===== src/rtl/dec_pkg.sv =====
// Shared definitions for the decryption scheduler: channel tags, FSM encoding
// and the word-to-byte ratio helper.
package dec_pkg;

   localparam logic [1:0] CH_CAESAR  = 2'd0;
   localparam logic [1:0] CH_SCYTALE = 2'd1;
   localparam logic [1:0] CH_ZIGZAG  = 2'd2;
   localparam logic [1:0] CH_INVALID = 2'd3;

   typedef enum logic {
      IDLE = 1'b0,
      SEND = 1'b1
   } state_t;

   function automatic int bytes_per_word(input int mst_dwidth, input int sys_dwidth);
      return mst_dwidth / sys_dwidth;
   endfunction

endpackage


===== src/rtl/dec_word_serializer.sv =====
// Holds one input word and presents it MSB-byte-first; the byte index tracks
// progress so the owner knows when the final byte is being issued.
module dec_word_serializer
   import dec_pkg::*;
#(
   parameter int MST_DWIDTH = 32,
   parameter int SYS_DWIDTH = 8
) (
   input  logic                  clk_sys,
   input  logic                  rst_n,
   input  logic                  i_load,
   input  logic [MST_DWIDTH-1:0] i_word,
   input  logic                  i_advance,
   output logic [SYS_DWIDTH-1:0] o_byte,
   output logic                  o_last
);

   localparam int BYTES = bytes_per_word(MST_DWIDTH, SYS_DWIDTH);
   localparam int IDX_W = (BYTES > 1) ? $clog2(BYTES) : 1;

   logic [MST_DWIDTH-1:0] r_shreg;
   logic [IDX_W-1:0]      r_idx;

   always_ff @(posedge clk_sys) begin
      if (!rst_n) begin
         r_idx <= '0;
      end else if (i_load) begin
         r_idx <= '0;
      end else if (i_advance) begin
         r_idx <= r_idx + IDX_W'(1);
      end
   end

   // The shift register is pure data; a reset word is never observed before a load.
   always_ff @(posedge clk_sys) begin
      if (i_load) begin
         r_shreg <= i_word;
      end else if (i_advance) begin
         r_shreg <= r_shreg << SYS_DWIDTH;
      end
   end

   assign o_byte = r_shreg[MST_DWIDTH-1 -: SYS_DWIDTH];
   assign o_last = (r_idx == IDX_W'(BYTES - 1));

endmodule


===== src/rtl/dec_sched.sv =====
// Scheduler from the tagged input word stream to the three decryption channels:
// handshake, per-channel byte serialization with busy stalls, counters and error flag.
module dec_sched
   import dec_pkg::*;
#(
   parameter int MST_DWIDTH = 32,
   parameter int SYS_DWIDTH = 8,
   parameter int CNT_WIDTH  = 16
) (
   input  logic                  clk_sys,
   input  logic                  rst_n,
   input  logic [MST_DWIDTH-1:0] word_i,
   input  logic [1:0]            word_sel_i,
   input  logic                  word_valid_i,
   output logic                  word_ready_o,
   input  logic [2:0]            busy_i,
   output logic [SYS_DWIDTH-1:0] data_o,
   output logic [2:0]            valid_o,
   input  logic                  clr_i,
   output logic                  err_o,
   output logic [CNT_WIDTH-1:0]  cnt0_o,
   output logic [CNT_WIDTH-1:0]  cnt1_o,
   output logic [CNT_WIDTH-1:0]  cnt2_o,
   output logic                  idle_o
);

   state_t                r_state;
   logic [1:0]            r_tag;
   logic [SYS_DWIDTH-1:0] r_data;
   logic [2:0]            r_valid;
   logic                  r_err;
   logic [CNT_WIDTH-1:0]  r_cnt0;
   logic [CNT_WIDTH-1:0]  r_cnt1;
   logic [CNT_WIDTH-1:0]  r_cnt2;

   logic                  w_load;
   logic                  w_advance;
   logic                  w_last;
   logic                  w_busy_sel;
   logic [SYS_DWIDTH-1:0] w_byte;

   function automatic logic [CNT_WIDTH-1:0] sat_inc(input logic [CNT_WIDTH-1:0] v);
      return (&v) ? v : v + CNT_WIDTH'(1);
   endfunction

   function automatic logic [2:0] ch_onehot(input logic [1:0] ch);
      return 3'b001 << ch;
   endfunction

   // Only the latched channel's busy bit matters; the others are ignored.
   always_comb begin
      w_busy_sel = 1'b1;
      case (r_tag)
         CH_CAESAR:  w_busy_sel = busy_i[0];
         CH_SCYTALE: w_busy_sel = busy_i[1];
         CH_ZIGZAG:  w_busy_sel = busy_i[2];
         default:    w_busy_sel = 1'b1;
      endcase
   end

   assign w_load    = (r_state == IDLE) && word_valid_i && (word_sel_i != CH_INVALID);
   assign w_advance = (r_state == SEND) && !w_busy_sel;

   dec_word_serializer #(
      .MST_DWIDTH (MST_DWIDTH),
      .SYS_DWIDTH (SYS_DWIDTH)
   ) u_ser (
      .clk_sys   (clk_sys),
      .rst_n     (rst_n),
      .i_load    (w_load),
      .i_word    (word_i),
      .i_advance (w_advance),
      .o_byte    (w_byte),
      .o_last    (w_last)
   );

   always_ff @(posedge clk_sys) begin
      if (!rst_n) begin
         r_state <= IDLE;
         r_tag   <= CH_CAESAR;
         r_data  <= '0;
         r_valid <= '0;
         r_err   <= 1'b0;
         r_cnt0  <= '0;
         r_cnt1  <= '0;
         r_cnt2  <= '0;
      end else begin
         case (r_state)
            IDLE: begin
               r_valid <= '0;
               if (word_valid_i) begin
                  if (word_sel_i == CH_INVALID) begin
                     r_err <= 1'b1;
                  end else begin
                     r_tag   <= word_sel_i;
                     r_state <= SEND;
                  end
               end
            end
            SEND: begin
               if (w_advance) begin
                  r_data  <= w_byte;
                  r_valid <= ch_onehot(r_tag);
                  if (w_last) begin
                     r_state <= IDLE;
                     case (r_tag)
                        CH_CAESAR:  r_cnt0 <= sat_inc(r_cnt0);
                        CH_SCYTALE: r_cnt1 <= sat_inc(r_cnt1);
                        CH_ZIGZAG:  r_cnt2 <= sat_inc(r_cnt2);
                        default:    ;
                     endcase
                  end
               end else begin
                  r_valid <= '0;
               end
            end
            default: r_state <= IDLE;
         endcase
         // Clear takes priority over a same-edge increment or error event.
         if (clr_i) begin
            r_err  <= 1'b0;
            r_cnt0 <= '0;
            r_cnt1 <= '0;
            r_cnt2 <= '0;
         end
      end
   end

   assign word_ready_o = (r_state == IDLE);
   assign idle_o       = (r_state == IDLE);
   assign data_o       = r_data;
   assign valid_o      = r_valid;
   assign err_o        = r_err;
   assign cnt0_o       = r_cnt0;
   assign cnt1_o       = r_cnt1;
   assign cnt2_o       = r_cnt2;

endmodule


===== config.mk =====
export PLATFORM = sky130hd
export DESIGN_NAME = dec_sched
export DESIGN_NICKNAME = d
export VERILOG_FILES = /design/src/rtl/dec_pkg.sv /design/src/rtl/dec_word_serializer.sv /design/src/rtl/dec_sched.sv
export SDC_FILE = /design/constraint.sdc
export NUM_CORES = 1
export LEC_CHECK = 0
export CAP_MARGIN = 20
export CORE_MARGIN = 2
export CORE_UTILIZATION = 50
export CTS_BUF_LIST = sky130_fd_sc_hd__clkbuf_16
export DETAILED_ROUTE_END_ITERATION = 12
export PLACE_DENSITY = 0.78
export SETUP_SLACK_MARGIN = 0.3
export SLEW_MARGIN = 5
export SYNTH_ARGS = -nofsm -noshare
export SYNTH_HDL_FRONTEND = slang
export SYNTH_SLANG_ARGS = --single-unit

===== constraint.sdc =====
create_clock -name clk_sys -period 5.9 [get_ports clk_sys]
set_input_delay 0.59 -clock clk_sys [delete_from_list [all_inputs] [get_ports clk_sys]]
set_output_delay 0.59 -clock clk_sys [all_outputs]
set_load 0.01 [all_outputs]

* Word-level counts from Yosys, hierarchy flattened
Cells that the tools add are included.
** Storage, ports and cells
- Output and inout bits :: 62
- Word-level logic and storage cells :: 53
- Input bits :: 41
- Bits in registers :: 97
** Operators by class
- Equal/unequal tests :: 5
- Multiplexer cells :: 10
- Add/subtract/negate cells :: 4
- Reduce and logical (&&, ||, !) cells :: 17
- Bitwise logic cells :: 6
- Shifts and indexed selects :: 1
** Operator list (number)
- 32-bit 2-to-1 mux :: 2
- 16-bit by 1-bit adder with 16-bit output, second input constant :: 3
- 16-bit AND reduction :: 3
- 5-bit AND reduction :: 3
- 2-bit == test, second input constant :: 3
- 1-bit NOT :: 6
- 3-bit case mux with 2 select lines :: 1
- 3-bit AND reduction :: 2
- 1-bit 2-to-1 mux :: 4
- 2-bit OR reduction :: 2
- 1-bit logical AND :: 3
- 3-bit 2-to-1 mux :: 1
- 1-bit case mux with 3 select lines :: 1
- 1-bit by 2-bit left shift with 3-bit output, first input constant :: 1
- 2-bit by 1-bit adder with 2-bit output, second input constant :: 1
- 2-bit by 1-bit == test with 1-bit output, second input constant :: 1
- 2-bit zero test :: 1
- 2-bit inequality test, second input constant :: 1
- 1-bit case mux with 2 select lines :: 1
- 2-bit AND reduction :: 1
- 2-bit nonzero test :: 1
- 1-bit zero test :: 1

* Depth between registers and ports, before layout
Gate-level depths: netlist of run 1.
- Depth after elaboration :: 6
- Depth in mapped cells :: 7
- Depth with buffers taken out :: 5

* Cells and area by module
Synthesis of run 1 repeated with hierarchy kept, for this count alone.
** Unflattened totals
- Cell total of the unflattened synthesis :: 422
- Area total of the unflattened synthesis :: 4549.4 µm²
** Modules (own cells, without submodules)
- dec_sched :: seq. area each 1261.2 µm², area each 2975.4 µm², times used 1, cells each 337
- dec_word_serializer :: seq. area each 1001.0 µm², area each 1574.0 µm², times used 1, cells each 85

* Worst setup path after synthesis of run 1
OpenSTA, ideal clock, no wires.
- Path type :: input port to flip-flop
- From :: in busy_i[1]
- To :: reg u_ser.r_shreg[0], enable pin
- Path slack :: 3.267 ns
- Required time :: 5.511 ns
- Path buffers :: 1
- Stages on the path :: 5
- Setup time :: 0.389 ns
- Data arrival time :: 2.244 ns
- Cell sequence :: nor3b_1 a21o_1 clkbuf_1 nand2_1 nand2_1
** Between the ends
- Cells in the longest elaborated chain, start to end :: 4
** RTL lines
- from (decl) :: RTL line dec_sched.sv:16 : input logic [2:0] busy_i,
- 1-bit case mux with 3 select lines :: RTL line dec_sched.sv:53 : case (r_tag)
- 1-bit zero test :: RTL line dec_sched.sv:62 : assign w_advance = (r_state == SEND) && !w_busy_sel;
- 1-bit logical AND :: RTL line dec_sched.sv:62
- 2-bit nonzero test (no line)
- to (signal assigned) :: RTL line dec_word_serializer.sv:37 : r_shreg <= i_word;
- to (signal assigned) :: RTL line dec_word_serializer.sv:39 : r_shreg <= r_shreg << SYS_DWIDTH;
- to (decl) :: RTL line dec_word_serializer.sv:21 : logic [MST_DWIDTH-1:0] r_shreg;
Every way passes these cells.
A chain may end at the register's enable or synchronous reset.

* Final worst setup path of run 1
- From :: in busy_i[1]
- To :: reg u_ser.r_shreg[7], enable pin
The elaborated chain is that of the path after synthesis.

==> results.json, run 1 <==
{
  "antenna_cells": 0,
  "crit_path_max_fanout": 32,
  "cts_hold_buf": 0,
  "syn_nets": 557,
  "synth_flop_cell": "dfxtp_1",
  "synth_area_mm2": 0.00461,
  "drt_iter0_drc": 160,
  "final_cells": 718,
  "num_vias": 4307,
  "period_needed_ns": 2.72,
  "grt_pass1_wl_um": 18500,
  "hold_slack_ns": 0.488,
  "report.final.hold_viol_count": 0,
  "syn_area_per_cell_um2": 9.01,
  "status": "complete, no violations",
  "yosys_warnings": 0,
  "setup_viol": 0,
  "final_util": 0.657,
  "fin_area_mm2": 0.00599,
  "setup_tns_ns": 0,
  "dp_hpwl_um": 7640,
  "synthArstFlopShare": 0,
  "cp.required_ns": 5.89,
  "swShare": 0.224,
  "intPower_mw": 1.09,
  "die_w_um": 100,
  "cts_setup_buffers": 0,
  "drive_gt1_frac": 0.0379,
  "combinationalPowerShare": 0.082,
  "yosysUniqueCellTypes": 47,
  "synth.top_cell.area_share": 0.282,
  "dp.cells": 701,
  "path_clk_slew_ns": 0.06,
  "die_area_mm2": 0.0100,
  "fin_nets": 647,
  "layout_commonest_cell": "nand2_1",
  "cts.path.max_buffers": 2,
  "syn_to_final_growth_pct": 29.8,
  "powerDensity_mw_per_mm2": 235,
  "leakagePower_nw": 2.05,
  "fmax_ghz": 0.367,
  "htree_levels": 3,
  "chipHeight_um": 100,
  "cts_root_buf": "clkbuf_16",
  "postRouteAntennaNets": 0,
  "grt_max_degree": 42,
  "clkPwrFrac": 0.390,
  "hp-class": "flop to flop",
  "io_pins": 103,
  "peakVddDrop_uv": 160,
  "start_util": 0.506,
  "finalMaxSlewViolations": 0,
  "cp-start-kind": "input port",
  "arrival_ns": 2.72,
  "critical_path_class": "input port to flop",
  "yosys-top-cells-area": "dfxtp_1 28%, edfxtp_1 21%, nand2_1 8.5%",
  "routed_wl_um": 10800,
  "finClkSkew_ns": 0.00681,
  "cp-end-kind": "flop",
  "cts_num_sinks": 97,
  "worst_pin_slew_ns": 1.04,
  "gp_congestion": 0.872,
  "gr-total-overflow": 0,
  "avgRoutedWirePerCell_um": 15.0,
  "clock_latency_ns": 0.34,
  "via_per_inst": 6.00,
  "seqPwrFrac": 0.528,
  "rsz0062_at_grt": "no",
  "grt_pass1_vias": 4120,
  "finalCritPeriodShare": 0.461,
  "final_cell_mix": "105 x nand2_1, 102 x clkdlybuf4s50_1, 65 x dfxtp_1",
  "switchingPower_mw": 0.314,
  "cts_buffers": 9,
  "first_pass_iters": 4,
  "synth_cells": 512,
  "ys_seq_elements": 97,
  "num_rows": 35,
  "relSlewSlack": 0.299,
  "core_area_mm2": 0.00911,
  "track_usage": 0.225,
  "cts_resized": 0,
  "seq_area_frac_synth": 0.491,
  "drc": 0,
  "cts_tree": "done",
  "synth-edff-count": 32,
  "maxCapViolations": 0,
  "yosysTopAreaCell": "dfxtp_1",
  "grt_antenna_before_repair": 0,
  "placed_area_mm2": 0.00569,
  "numPortBuffers": 102
}
[state kept, by name, summed over array words and instances (netlist names), 2 cells and up]
register,cells
cnt2_o,16
cnt0_o,16
u_ser.r_idx,2
data_o,8
valid_o,3
cnt1_o,16
u_ser.r_shreg,32
r_tag,2
[synthesized netlist by cell type (2+ instances only)]
cell      count
o31ai_1      23
o21a_1        2
or4b_2        2
nor2b_1       2
edfxtp_1     32
clkbuf_1     24
or3_1        10
and3_1        8
and3b_1       2
nand2b_1      6
inv_1         5
a21oi_1      43
nand3_1      28
o21ai_0      22
nor2_1        7
dfxtp_1      65
nor3_1        4
mux2i_1       4
and4b_1       2
o211ai_1      3
ha_1          4
nand2_1     105
a21boi_0      9
nor4b_1       2
a211oi_1      2
a21o_1        2
or4_1        24
and2_1       12
and4_1       11
nor4_1        4
nand4_1      17
o41ai_1       5
a31oi_1       5
a41o_1        3
[critical path, stage by stage]
cell             delay (ns)
clkdlybuf4s50_1        0.46
nor3b_1                0.70
a21o_1                 0.34
nand2_1                0.14
nand2_1                0.11
buf_4                  0.37
[layout make-up]
| type | count | area [µm²] |
|---|---|---|
| clock inverters | 6 | 32.5 |
| multi-input cells | 382 | 2220 |
| clock buffers | 10 | 250 |
| inverters | 5 | 18.8 |
| well taps | 111 | 139 |
| fillers | 748 | 3120 |
| repair buffers | 107 | 1070 |
| flip-flops and latches | 97 | 2260 |
[cell families (layout without fill, tap and decap cells)]
family          after synthesis  count (layout)  synth area share
fa+ha+maj                     4               4            0.0109
simple gates                249             249             0.288
buf+inv                      33             128            0.0296
mux                           4               4           0.00868
flops                        97              97             0.491
compound gates              125             125             0.173
[power by group through the flow]
| stage | sequential [mW] | clock, mW | combinational (mW) |
|---|---|---|---|
| 3_5_place_dp | 0.755 | 0 | 0.114 |
| 4_1_cts | 0.741 | 0.558 | 0.115 |
| 2_1_floorplan | 0.751 | 0 | 0.0647 |
| 6_report | 0.741 | 0.548 | 0.115 |
| 5_1_grt | 0.744 | 0.585 | 0.128 |
| 3_3_place_gp | 0.754 | 0 | 0.110 |
[path summary, 6_finish.rpt]
| check | startpoint | depth (start not counted) | slack (ns) | to |
|---|---|---|---|---|
| setup / recovery | busy_i[1] | 6 | 3.18 | u_ser.r_shreg[7]$_SDFFCE_PN0P_ |
| hold / removal | data_o[4]$_SDFFE_PN0P_ | 2 | 0.49 | data_o[4]$_SDFFE_PN0P_ |
| setup reg to reg | r_tag[0]$_SDFFE_PN0P_ | 5 | 3.41 | u_ser.r_shreg[7]$_SDFFCE_PN0P_ |
| hold reg to reg | data_o[4]$_SDFFE_PN0P_ | 2 | 0.49 | data_o[4]$_SDFFE_PN0P_ |
[per-stage QoR]
step	power (mW)	setup slack (ns)
2_1_floorplan	0.816	3.27
3_3_place_gp	0.864	2.96
3_5_place_dp	0.869	2.78
4_1_cts	1.41	3.15
5_1_grt	1.46	2.97
6_report	1.40	3.18
[metal layers]
metal  vias to the layer above  track usage  wire length (µm)
li1                       2130            -                 -
met1                      2027        0.278              4610
met2                       139        0.393              5420
met3                        11       0.0425               644
met4                         0       0.0790               125
met5                         -            0                 0
No activity file was read; power rests on OpenSTA's default activity.
==> inputs of run 2 (changes only) <==
- CORE_UTILIZATION: 50 -> 46
- PLACE_DENSITY: 0.78 -> 0.76
- clock period: 5.9 -> 2.3 ns (I/O delays scaled with it)
==> results.json, run 2 (synthesis gave the netlist of run 1 again) <==
{
  "powerDensity_mw_per_mm2": 570,
  "crit-reg2reg-launch": "r_tag[0]$_SDFFE_PN0P_",
  "finalCritPeriodShare": 0.854,
  "syn_to_final_growth_pct": 35.2,
  "grt_antenna_before_repair": 0,
  "cp-end-kind": "flop",
  "max_flop_register": "u_ser.r_shreg",
  "cts_num_sinks": 97,
  "relSlewSlack": 0.533,
  "clock_latency_ns": 0.33,
  "path_clk_slew_ns": 0.06,
  "arrival_ns": 2.24,
  "combinationalPowerShare": 0.092,
  "fmax_ghz": 0.509,
  "post-place-ws_ns": -0.101,
  "routed_wl_um": 11500,
  "placed_area_mm2": 0.00587,
  "swShare": 0.229,
  "status": "complete, no violations",
  "cp-start-kind": "flop",
  "core_area_mm2": 0.00977,
  "ff_latch_area_mm2": 0.00227,
  "rsz0062_at_grt": "yes",
  "finalMaxSlewViolations": 0,
  "cts.path.max_buffers": 2,
  "layout_commonest_cell": "nand2_1",
  "first_pass_iters": 5,
  "worst_pin_slew_ns": 0.695,
  "avgRoutedWirePerCell_um": 15.2,
  "period_needed_ns": 1.97,
  "critical_path_class": "flop to flop",
  "via_per_inst": 5.72,
  "finClkSkew_ns": 0.00695,
  "power.total_mw": 3.55,
  "antenna_cells": 0,
  "grt_pass1_vias": 4001,
  "maxCapViolations": 0,
  "largest_reg_flops": 32,
  "final_cell_mix": "104 x nand2_1, 101 x clkdlybuf4s50_1, 58 x dfxtp_1",
  "track_usage": 0.205,
  "drt_iter0_drc": 193,
  "die_area_mm2": 0.0108,
  "htree_levels": 3,
  "drive_gt1_frac": 0.102,
  "cts_hold_buf": 0,
  "io_pins": 103,
  "seqPwrFrac": 0.532,
  "postRouteAntennaNets": 0,
  "drc": 0,
  "report.final.hold_viol_count": 0,
  "multi_input_area_mm2": 0.00230,
  "cts_root_buf": "clkbuf_16",
  "num_vias": 4338,
  "worstHoldStart": "busy_i[0]",
  "cp-startpoint": "r_tag[0]$_SDFFE_PN0P_",
  "numPortBuffers": 102,
  "setup_viol": 0,
  "nFillCells": 804,
  "chipHeight_um": 104,
  "grt_pass1_wl_um": 18600,
  "crit_path_max_fanout": 4,
  "leakagePower_nw": 2.14,
  "grt_max_degree": 33,
  "hp-class": "input port to flop",
  "start_util": 0.472,
  "dp_hpwl_um": 8080,
  "gp_congestion": 0.872,
  "num_rows": 36,
  "gr-total-overflow": 0,
  "cp.required_ns": 2.57,
  "die_w_um": 104,
  "switchingPower_mw": 0.814,
  "clkPwrFrac": 0.376,
  "fin_nets": 665,
  "cts_buffers": 9,
  "cts_tree": "done",
  "fin_ws_ns": 0.335,
  "fin_area_mm2": 0.00623,
  "intPower_mw": 2.74,
  "peakVddDrop_uv": 371
}
==> run 2: routing by layer <==
layer  up-vias  global-route usage  wire length, µm
li1       2159                   -                -
met1      2062               0.252             5030
met2       106               0.356             5810
met3        11              0.0495              605
met4         0              0.0647              102
met5         -                   0                0
==> run 2: worst max-delay path, cell delays in order, from the launching register on <==
cell and delay [ns]:
dfxtp_1 0.31, or4b_4 0.54, or4_4 0.45, or4_4 0.50
a21oi_2 0.11
==> run 2: repair_timing <==
item / 4_1_cts / 5_1_grt
gates resized for setup: 6 / 18
buffers inserted: 1 / 1
pin swaps: 0 / 4
endpoints found under the setup margin: 11 / 20
==> run 2: through the flow <==
step / util / TNS (ns) / hold slack (ns) / instances
after floorplan: - / 0 / 0.384 / 512
after global placement: 0.601 / -0.128 / 0.463 / 740
after detailed placement: 0.601 / -0.410 / 0.465 / 740
after CTS: 0.630 / 0 / 0.485 / 757
after global routing: 0.638 / 0 / 0.413 / 758
final: 0.638 / 0 / 0.419 / 758
==> run 2: area by class of cell <==
type / instances / share of cell area
Clock inverter: 7 / 0.00642
Multi-Input combinational cell: 382 / 0.369
Timing Repair Buffer: 125 / 0.194
Clock buffer: 9 / 0.0361
Tap cell: 133 / 0.0267
Inverter: 5 / 0.00361
Sequential cell: 97 / 0.365
==> run 2: power by group through the flow <==
| stage | clock network, mW | logic (mW) | registers (mW) |
|---|---|---|---|
| floorplan | 0 | 0.169 | 1.93 |
| global placement | 0 | 0.313 | 1.93 |
| detailed placement | 0 | 0.322 | 1.93 |
| CTS | 1.36 | 0.327 | 1.89 |
| global route | 1.42 | 0.361 | 1.90 |
| finish | 1.34 | 0.327 | 1.89 |
==> run 2: final timing paths <==
path	to	slack [ns]	depth (start not counted)
setup / recovery	cnt0_o[11]$_SDFFE_PP0P_	0.33	4
setup reg to reg	cnt0_o[11]$_SDFFE_PP0P_	0.33	4
hold reg to reg	data_o[3]$_SDFFE_PN0P_	0.48	2
hold / removal	cnt0_o[14]$_SDFFE_PP0P_	0.42	4
